$ cat src/rtl/uart_tx_frame.sv
// -----------------------------------------------------------------------------
// uart_tx_frame
//   Serial UART transmitter. Accepts one parallel word and emits a framed
//   bitstream on TX_OUT, one bit per CLK: start bit (0), data bits LSB first,
//   optional parity bit, then STOP_BITS stop bits (1). The line idles high.
//   Parity matches the RX checker: PAR_TYP 0 = even, 1 = odd.
//
// Parameters
//   DATA_WIDTH  data bits per frame (5..9)
//   STOP_BITS   stop bits per frame (1 or 2)
//
// Ports
//   CLK         clock (baud tick clock), all logic on posedge
//   RST         synchronous active-high reset; abandons any frame in flight
//   P_DATA      parallel word to send
//   DATA_VALID  send request, only sampled while Busy = 0
//   PAR_EN      1 = append parity bit after the data bits
//   PAR_TYP     0 = even parity, 1 = odd parity
//   TX_OUT      serial line, registered, idles high
//   Busy        1 = frame in progress, requests are dropped
// -----------------------------------------------------------------------------
module uart_tx_frame #(
  parameter int DATA_WIDTH = 8,
  parameter int STOP_BITS  = 1
) (
  input  logic                  CLK,
  input  logic                  RST,
  input  logic [DATA_WIDTH-1:0] P_DATA,
  input  logic                  DATA_VALID,
  input  logic                  PAR_EN,
  input  logic                  PAR_TYP,
  output logic                  TX_OUT,
  output logic                  Busy
);

  localparam int CNT_W = $clog2(DATA_WIDTH);
  localparam logic [CNT_W-1:0] LAST_BIT = CNT_W'(DATA_WIDTH - 1);
  localparam logic LAST_STOP = 1'(STOP_BITS - 1);
  // With a single stop bit the first stop cycle is also the last one, so
  // Busy is already released when entering STOP.
  localparam logic STOP_ENTRY_BUSY = (STOP_BITS > 1);

  // Elaboration-time guard against unsupported parameter values.
  if ((DATA_WIDTH < 5) || (DATA_WIDTH > 9) || (STOP_BITS < 1) || (STOP_BITS > 2)) begin : g_bad_params
    $error("uart_tx_frame: DATA_WIDTH must be 5..9 and STOP_BITS 1..2");
  end

  typedef enum logic [2:0] {
    IDLE,
    START,
    DATA,
    PARITY,
    STOP
  } state_t;

  // The state register names the bit currently on the line; every transition
  // also loads the value of the bit being entered, so TX_OUT comes straight
  // from a flop.
  state_t                  state_reg;
  logic [DATA_WIDTH-1:0]   data_reg;
  logic                    par_en_reg;
  logic                    par_typ_reg;
  logic [CNT_W-1:0]        bit_cnt_reg;
  logic                    stop_cnt_reg;
  logic                    tx_out_reg;
  logic                    busy_reg;

  logic [CNT_W-1:0]        bit_cnt_next;
  logic                    stop_cnt_next;
  logic                    parity_bit;

  assign bit_cnt_next  = bit_cnt_reg + 1'b1;
  assign stop_cnt_next = stop_cnt_reg + 1'b1;
  assign parity_bit    = (^data_reg) ^ par_typ_reg;

  assign TX_OUT = tx_out_reg;
  assign Busy   = busy_reg;

  always_ff @(posedge CLK) begin
    if (RST) begin
      state_reg    <= IDLE;
      data_reg     <= '0;
      par_en_reg   <= 1'b0;
      par_typ_reg  <= 1'b0;
      bit_cnt_reg  <= '0;
      stop_cnt_reg <= 1'b0;
      tx_out_reg   <= 1'b1;
      busy_reg     <= 1'b0;
    end else begin
      case (state_reg)
        IDLE: begin
          if (DATA_VALID) begin
            data_reg    <= P_DATA;
            par_en_reg  <= PAR_EN;
            par_typ_reg <= PAR_TYP;
            bit_cnt_reg <= '0;
            state_reg   <= START;
            tx_out_reg  <= 1'b0;
            busy_reg    <= 1'b1;
          end else begin
            tx_out_reg  <= 1'b1;
            busy_reg    <= 1'b0;
          end
        end

        START: begin
          bit_cnt_reg <= '0;
          state_reg   <= DATA;
          tx_out_reg  <= data_reg[0];
          busy_reg    <= 1'b1;
        end

        DATA: begin
          if (bit_cnt_reg == LAST_BIT) begin
            if (par_en_reg) begin
              state_reg    <= PARITY;
              tx_out_reg   <= parity_bit;
              busy_reg     <= 1'b1;
            end else begin
              state_reg    <= STOP;
              stop_cnt_reg <= 1'b0;
              tx_out_reg   <= 1'b1;
              busy_reg     <= STOP_ENTRY_BUSY;
            end
          end else begin
            bit_cnt_reg <= bit_cnt_next;
            tx_out_reg  <= data_reg[bit_cnt_next];
            busy_reg    <= 1'b1;
          end
        end

        PARITY: begin
          state_reg    <= STOP;
          stop_cnt_reg <= 1'b0;
          tx_out_reg   <= 1'b1;
          busy_reg     <= STOP_ENTRY_BUSY;
        end

        STOP: begin
          if (stop_cnt_reg == LAST_STOP) begin
            // Busy is low in this cycle, so a request here starts the next
            // frame with no idle gap.
            if (DATA_VALID) begin
              data_reg    <= P_DATA;
              par_en_reg  <= PAR_EN;
              par_typ_reg <= PAR_TYP;
              bit_cnt_reg <= '0;
              state_reg   <= START;
              tx_out_reg  <= 1'b0;
              busy_reg    <= 1'b1;
            end else begin
              state_reg   <= IDLE;
              tx_out_reg  <= 1'b1;
              busy_reg    <= 1'b0;
            end
          end else begin
            stop_cnt_reg <= stop_cnt_next;
            tx_out_reg   <= 1'b1;
            busy_reg     <= (stop_cnt_next != LAST_STOP);
          end
        end

        default: begin
          state_reg  <= IDLE;
          tx_out_reg <= 1'b1;
          busy_reg   <= 1'b0;
        end
      endcase
    end
  end

endmodule
$ cat config.mk
export PLATFORM = sky130hd
export DESIGN_NAME = uart_tx_frame
export DESIGN_NICKNAME = d
export VERILOG_FILES = /design/src/rtl/uart_tx_frame.sv
export SDC_FILE = /design/constraint.sdc
export NUM_CORES = 1
export LEC_CHECK = 0
export ABC_AREA = 1
export CAP_MARGIN = 25
export CORE_MARGIN = 2
export CORE_UTILIZATION = 30
export DETAILED_ROUTE_END_ITERATION = 12
export PLACE_DENSITY = 0.59
export RECOVER_POWER = 100
export SYNTH_ARGS = -nofsm -noshare
export SYNTH_HDL_FRONTEND = slang
export SYNTH_SLANG_ARGS = --single-unit
$ cat constraint.sdc
create_clock -name CLK -period 3.2 [get_ports CLK]
set_input_delay 0.48 -clock CLK [delete_from_list [all_inputs] [get_ports CLK]]
set_output_delay 0.48 -clock CLK [all_outputs]
set_load 0.01 [all_outputs]
==> impl_metrics.env, run 1 <==
export IMPL_met1_usage_pct=14.3
export IMPL_cp_cell_sequence="dlygate4sd3_1, nand3_1, nand3_1, nand2_1, a22oi_1, nor2_1"
export IMPL_syn_area_sq_um=926
export IMPL_async_reset_ff_share_pct=0
export IMPL_antenna_found_initial=0
export IMPL_min_path_type="reg2reg"
export IMPL_fillers=336
export IMPL_peakVddDrop_uv=169
export IMPL_finalSetupTns_ps=0
export IMPL_clk_transition_reported_paths_ps=100
export IMPL_utilization_pct=37.4
export IMPL_drtIter0Drc=13
export IMPL_seq_area_sq_um=360
export IMPL_place_gp_congestion=0.778
export IMPL_placed_area_sq_mm=0.00110
export IMPL_leakage_uw=0.000511
export IMPL_synth_net_count=150
export IMPL_overflow=0
export IMPL_worst_path_buf_inv=1
export IMPL_grt_util_met2_pct=21.7
export IMPL_ioPinCount=15
export IMPL_grt_max_degree=20
export IMPL_top_usage_layer="met2"
export IMPL_min_period_over_period_pct=61.5
export IMPL_start_util_pct=30.8
export IMPL_crit_type="in2reg"
export IMPL_maxSlewViolCount=0
export IMPL_htree_levels=1
export IMPL_clk_latency_ps=300
export IMPL_synth_edf_count=0
export IMPL_grt_pass1_wl_um=3320
export IMPL_critical_path_max_stage_delay_ps=600
export IMPL_drv_cap=0
export IMPL_cts_setup_buffers=0
export IMPL_synthFlopType="dfxtp_1"
export IMPL_worstPathRequired_ps=3390
export IMPL_holdWs_ps=491
export IMPL_clock_sinks=18
export IMPL_worstMarginPinSlew_ps=665
export IMPL_ys_types=25
export IMPL_drc=0
export IMPL_rsz0062_at_grt="no"
export IMPL_finalSetupViolCount=0
export IMPL_sw_frac_of_total_pct=42.3
export IMPL_cellPowerDensity_mw_per_mm2=794
export IMPL_syn_area_per_cell_sq_um=6.86
export IMPL_post_drt_wl_per_cell_um=10.5
export IMPL_stdcell_count=184
export IMPL_cp_top_family="simple AND/OR/NAND/NOR gates"
export IMPL_track_usage_pct=12.6
export IMPL_ys_seq_area_share_pct=38.9
export IMPL_synthCells=135
export IMPL_tritoncts="done"
export IMPL_slowest_stage="dlygate4sd3_1"
export IMPL_vias=872
export IMPL_arrival_ps=2160
export IMPL_seqPwrFrac_pct=36.9
export IMPL_clockBufferDepth=2
export IMPL_critPathMaxFanout=19
export IMPL_combPwrFrac_pct=47.2
export IMPL_min_period_ps=1970
export IMPL_dieArea_sq_mm=0.00355
export IMPL_worst_setup_path_end_kind="register"
export IMPL_start_kind="primary input"
export IMPL_synth_seq_cells=18
export IMPL_max_slew_margin_pct=55.5
export IMPL_coreArea_sq_mm=0.00300
export IMPL_cts_buffers_inserted=3
export IMPL_root_buffer="clkbuf_4"
export IMPL_nNetsFinal=167
export IMPL_antenna_left=0
export IMPL_grt_pass1_vias=789
export IMPL_drive_above_1_share_pct=7.95
export IMPL_use_met3_pct=2.18
export IMPL_yosys_warnings=0
export IMPL_largest_register_ffs=8
export IMPL_design_area_sq_mm=0.00112
export IMPL_fp_dieW_um=59.6
export IMPL_dp_cells=180
export IMPL_status="completed"
export IMPL_timing_fmax_ghz=0.508
export IMPL_switchingPower_uw=377
export IMPL_die_y_um=59.6
export IMPL_cts_hold_buf=0
export IMPL_wl_um=1940
export IMPL_multi_input_area_sq_um=465
export IMPL_area_growth_pct=21.2
export IMPL_place_hpwl_um=1530
export IMPL_first_pass_iters=3
export IMPL_num_rows=20
export IMPL_intPower_uw=515
export IMPL_port_buffers=14
export IMPL_hold_viol_final=0
export IMPL_power_frac_clock_pct=15.9
export IMPL_cpMostUsedCell="nand3_1"
export IMPL_avgViaCountPerCell=4.74
export IMPL_finClkSkew_ps=3.41
export IMPL_cts_resized=0
export IMPL_n_antenna_cell=0
==> path summary, 6_finish.rpt <==
kind,to,cells past startpoint,slack [ps],from
hold reg to reg,par_typ_reg,2,490,par_typ_reg
setup reg to reg,bit_cnt_reg[1],6,1620,state_reg[0]
setup / recovery,bit_cnt_reg[1],6,1230,DATA_VALID
hold / removal,par_typ_reg,2,490,par_typ_reg
==> layout by cell type (no fill, tap or decap), types with 3 or more instances in the layout <==
cell type | Yosys | final
nand2_1 | 25 | 25
a21oi_1 | 10 | 10
inv_1 | 17 | 17
inv_2 | 4 | 4
dfxtp_1 | 18 | 18
nor2_1 | 18 | 19
clkdlybuf4s50_1 | 0 | 10
o21ai_0 | 14 | 15
nand3_1 | 8 | 9
clkbuf_4 | 0 | 3
dlygate4sd3_1 | 0 | 4
==> worst min-delay path: stages, from the launching register on <==
cell,delay [ps]
dfxtp_1,330
inv_1,60
a21oi_1,60
==> power by group through the flow <==
stage | Combinational [uW] | Clock [uW] | Sequential (uW)
2_1_floorplan | 330 | 0 | 331
3_3_place_gp | 429 | 0 | 333
3_5_place_dp | 436 | 0 | 334
4_1_cts | 437 | 147 | 330
5_1_grt | 484 | 154 | 338
6_report | 421 | 141 | 329
==> synthesized netlist by cell type, drive strengths merged (2+ instances only) <==
| cell | count | area [sq um] |
|---|---|---|
| inv | 21 | 78.8 |
| a21oi | 10 | 50.1 |
| nor2 | 21 | 91.3 |
| o21ai | 15 | 75.1 |
| dfxtp | 18 | 360 |
| ha | 2 | 25.0 |
| nand2 | 26 | 100 |
| a211oi | 2 | 15.0 |
| a22oi | 2 | 15.0 |
| nand3 | 9 | 50.1 |
==> metal layers <==
metal | part of all wire, % | up-vias
met2 | 48 | 11
li1 | - | 470
met4 | 2.9 | 0
met1 | 47 | 386
met5 | 0 | -
met3 | 2.4 | 5
==> final cells by class <==
cell class | instances | share of cell area [%]
tap | 33 | 3.68
multi-input combinational | 94 | 41.5
sequential | 18 | 32.1
clock buffer | 4 | 3.23
inverter | 21 | 7.02
timing repair buffer | 14 | 12.5
==> through the flow <==
stage / power [uW] / setup WS, ps
after floorplan: 661 / 1930
after global placement: 762 / 1300
after detailed placement: 770 / 1250
after CTS: 914 / 1560
after global routing: 976 / 1110
final: 891 / 1230
==> cell families after synthesis <==
family,Yosys count,synth area share [%]
AO/OA/AOI/OAI,34,21.1
XOR/XNOR,1,0.946
adder cells (fa/ha/maj),2,2.70
buffers and inverters,23,9.46
flip-flops,18,38.9
AND/OR/NAND/NOR,57,26.9
Power figures use the tool's default switching activity.
==> run 2, diff against run 1 <==
--- a/config.mk
+++ b/config.mk
@@ -10,7 +10,7 @@
 export CORE_MARGIN = 2
 export CORE_UTILIZATION = 30
 export DETAILED_ROUTE_END_ITERATION = 12
-export PLACE_DENSITY = 0.59
+export PLACE_DENSITY = 0.61
 export RECOVER_POWER = 100
 export SYNTH_ARGS = -nofsm -noshare
 export SYNTH_HDL_FRONTEND = slang
==> constraint.sdc (replaced) <==
create_clock -name CLK -period 1.7 [get_ports CLK]
set_input_delay 0.255 -clock CLK [delete_from_list [all_inputs] [get_ports CLK]]
set_output_delay 0.255 -clock CLK [all_outputs]
set_load 0.01 [all_outputs]
==> run 2 against run 1 <==
Final area rose by 2.9%; global-route usage rose by 0.57 points; hold slack got worse by 4.3 ps; non-clock buffer count rose by 5; highest routed layer unchanged; final cell count rose by 2.7%; setup slack got worse by 990 ps; critical path depth fell by 5; critical path type is now reg2out; core utilization rose by 1.1 points; clock power rose by 91%; register-to-register slack got worse by 1400 ps.
==> impl_metrics.env, run 2 (synthesis gave the netlist of run 1 again) <==
export IMPL_track_usage_pct=13.1
export IMPL_peakVddDrop_uv=402
export IMPL_cts_setup_buffers=0
export IMPL_start_util_pct=30.8
export IMPL_avgViaCountPerCell=4.79
export IMPL_grt_pass1_wl_um=3560
export IMPL_seqPwrFrac_pct=36.1
export IMPL_nNetsFinal=172
export IMPL_grt_max_degree=11
export IMPL_n_antenna_cell=0
export IMPL_switchingPower_uw=720
export IMPL_final_cell_mix="nand2_1, dfxtp_1, inv_1, nor2_1, o21ai_0"
export IMPL_place_gp_congestion=0.827
export IMPL_port_buffers=14
export IMPL_cts_hold_buf=0
export IMPL_timing_fmax_ghz=0.685
export IMPL_intPower_uw=990
export IMPL_cts_buffers_inserted=3
export IMPL_total_power_uw=1710
export IMPL_start_kind="register"
export IMPL_layout_commonest_cell="nand2_1"
export IMPL_wl_um=1970
export IMPL_drv_cap=0
export IMPL_drive_above_1_share_pct=8.97
export IMPL_max_slew_margin_pct=68.1
export IMPL_dp_slack_ps=229
export IMPL_holdWs_ps=487
export IMPL_place_hpwl_um=1610
export IMPL_coreArea_sq_mm=0.00300
export IMPL_grt_pass1_vias=827
export IMPL_die_y_um=59.6
export IMPL_maxSlewViolCount=0
export IMPL_worst_path_buf_inv=1
export IMPL_worst_setup_path_end_kind="output port"
export IMPL_vias=906
export IMPL_ioPinCount=15
export IMPL_cellPowerDensity_mw_per_mm2=1480
export IMPL_rsz0062_at_grt="no"
export IMPL_antenna_left=0
export IMPL_crit_type="reg2out"
export IMPL_clk_transition_reported_paths_ps=110
export IMPL_arrival_ps=1200
export IMPL_cp_top_family="buffers and inverters"
export IMPL_critical_path_max_stage_delay_ps=590
export IMPL_area_growth_pct=24.7
export IMPL_htree_levels=1
export IMPL_critPathMaxFanout=1
export IMPL_cp_cell_sequence="dlygate4sd3_1"
export IMPL_finClkSkew_ps=2.81
export IMPL_combPwrFrac_pct=48.1
export IMPL_worstPathRequired_ps=1440
export IMPL_root_buffer="clkbuf_4"
export IMPL_post_drt_wl_per_cell_um=10.4
export IMPL_worstMarginPinSlew_ps=475
export IMPL_hold_viol_final=0
export IMPL_leakage_uw=0.000525
export IMPL_clk_latency_ps=300
export IMPL_overflow=0
export IMPL_setup_ws_ps=241
export IMPL_largest_register_ffs=8
export IMPL_drtIter0Drc=28
export IMPL_clockBufferDepth=2
export IMPL_fillers=341
export IMPL_num_rows=20
export IMPL_tritoncts="done"
export IMPL_power_frac_clock_pct=15.7
export IMPL_antenna_found_initial=0
export IMPL_finalSetupTns_ps=0
export IMPL_clock_sinks=18
export IMPL_status="completed"
export IMPL_min_period_over_period_pct=85.8
export IMPL_fp_dieW_um=59.6
export IMPL_utilization_pct=38.5
export IMPL_cts_resized=0
export IMPL_dieArea_sq_mm=0.00355
export IMPL_min_period_ps=1460
export IMPL_drc=0
export IMPL_finalSetupViolCount=0
export IMPL_slowest_stage="dlygate4sd3_1"
export IMPL_min_path_type="reg2reg"
export IMPL_sw_frac_of_total_pct=42.1
export IMPL_first_pass_iters=4
==> run 2: path summary, 6_finish.rpt <==
check | depth (start not counted) | startpoint | end | slack (ps)
worst max-delay path | 1 | Busy | Busy | 240
worst min register to register | 2 | par_typ_reg | par_typ_reg | 490
worst min-delay path | 2 | par_typ_reg | par_typ_reg | 490
worst max register to register | 8 | bit_cnt_reg[0] | state_reg[1] | 250
==> run 2: routing by layer <==
layer | track usage (%) | share of wire [%] | vias to the layer above
met5 | 0 | 0 | -
met4 | 5.71 | 2.0 | 0
met3 | 2.62 | 4.2 | 5
met2 | 21.8 | 48 | 25
met1 | 16.4 | 46 | 394
li1 | - | - | 482
==> run 2: worst reg2reg max path, stage by stage, from the launching register on <==
cell and delay (ps):
dfxtp_1 350, ha_1 220, ha_1 220, nor2_4 170, inv_1 90, o31ai_1 140, nor2_2 50, nor2_1 90
nor2_1 40
==> run 2: power groups by stage <==
stage                     clock, uW  sequential [uW]  combinational, uW
after CTS                       272              621                871
final                           269              618                823
after global placement            0              627                846
after floorplan                   0              623                622
after global routing            295              634                958
after detailed placement          0              632                867
==> run 2: area by class of cell <==
type | count | area [sq um] | area share, %
well taps | 33 | 41.3 | 3.58
multi-input cells | 94 | 468 | 40.5
inverters | 21 | 78.8 | 6.83
clock buffers | 4 | 36.3 | 3.14
flip-flops and latches | 18 | 360 | 31.2
repair buffers | 19 | 170 | 14.7
==> run 2: stage by stage <==
step	std cells	cell area, sq um
final	189	1150
after CTS	189	1170
after detailed placement	185	1140
after global placement	185	1140
after floorplan	135	926
after global routing	189	1150
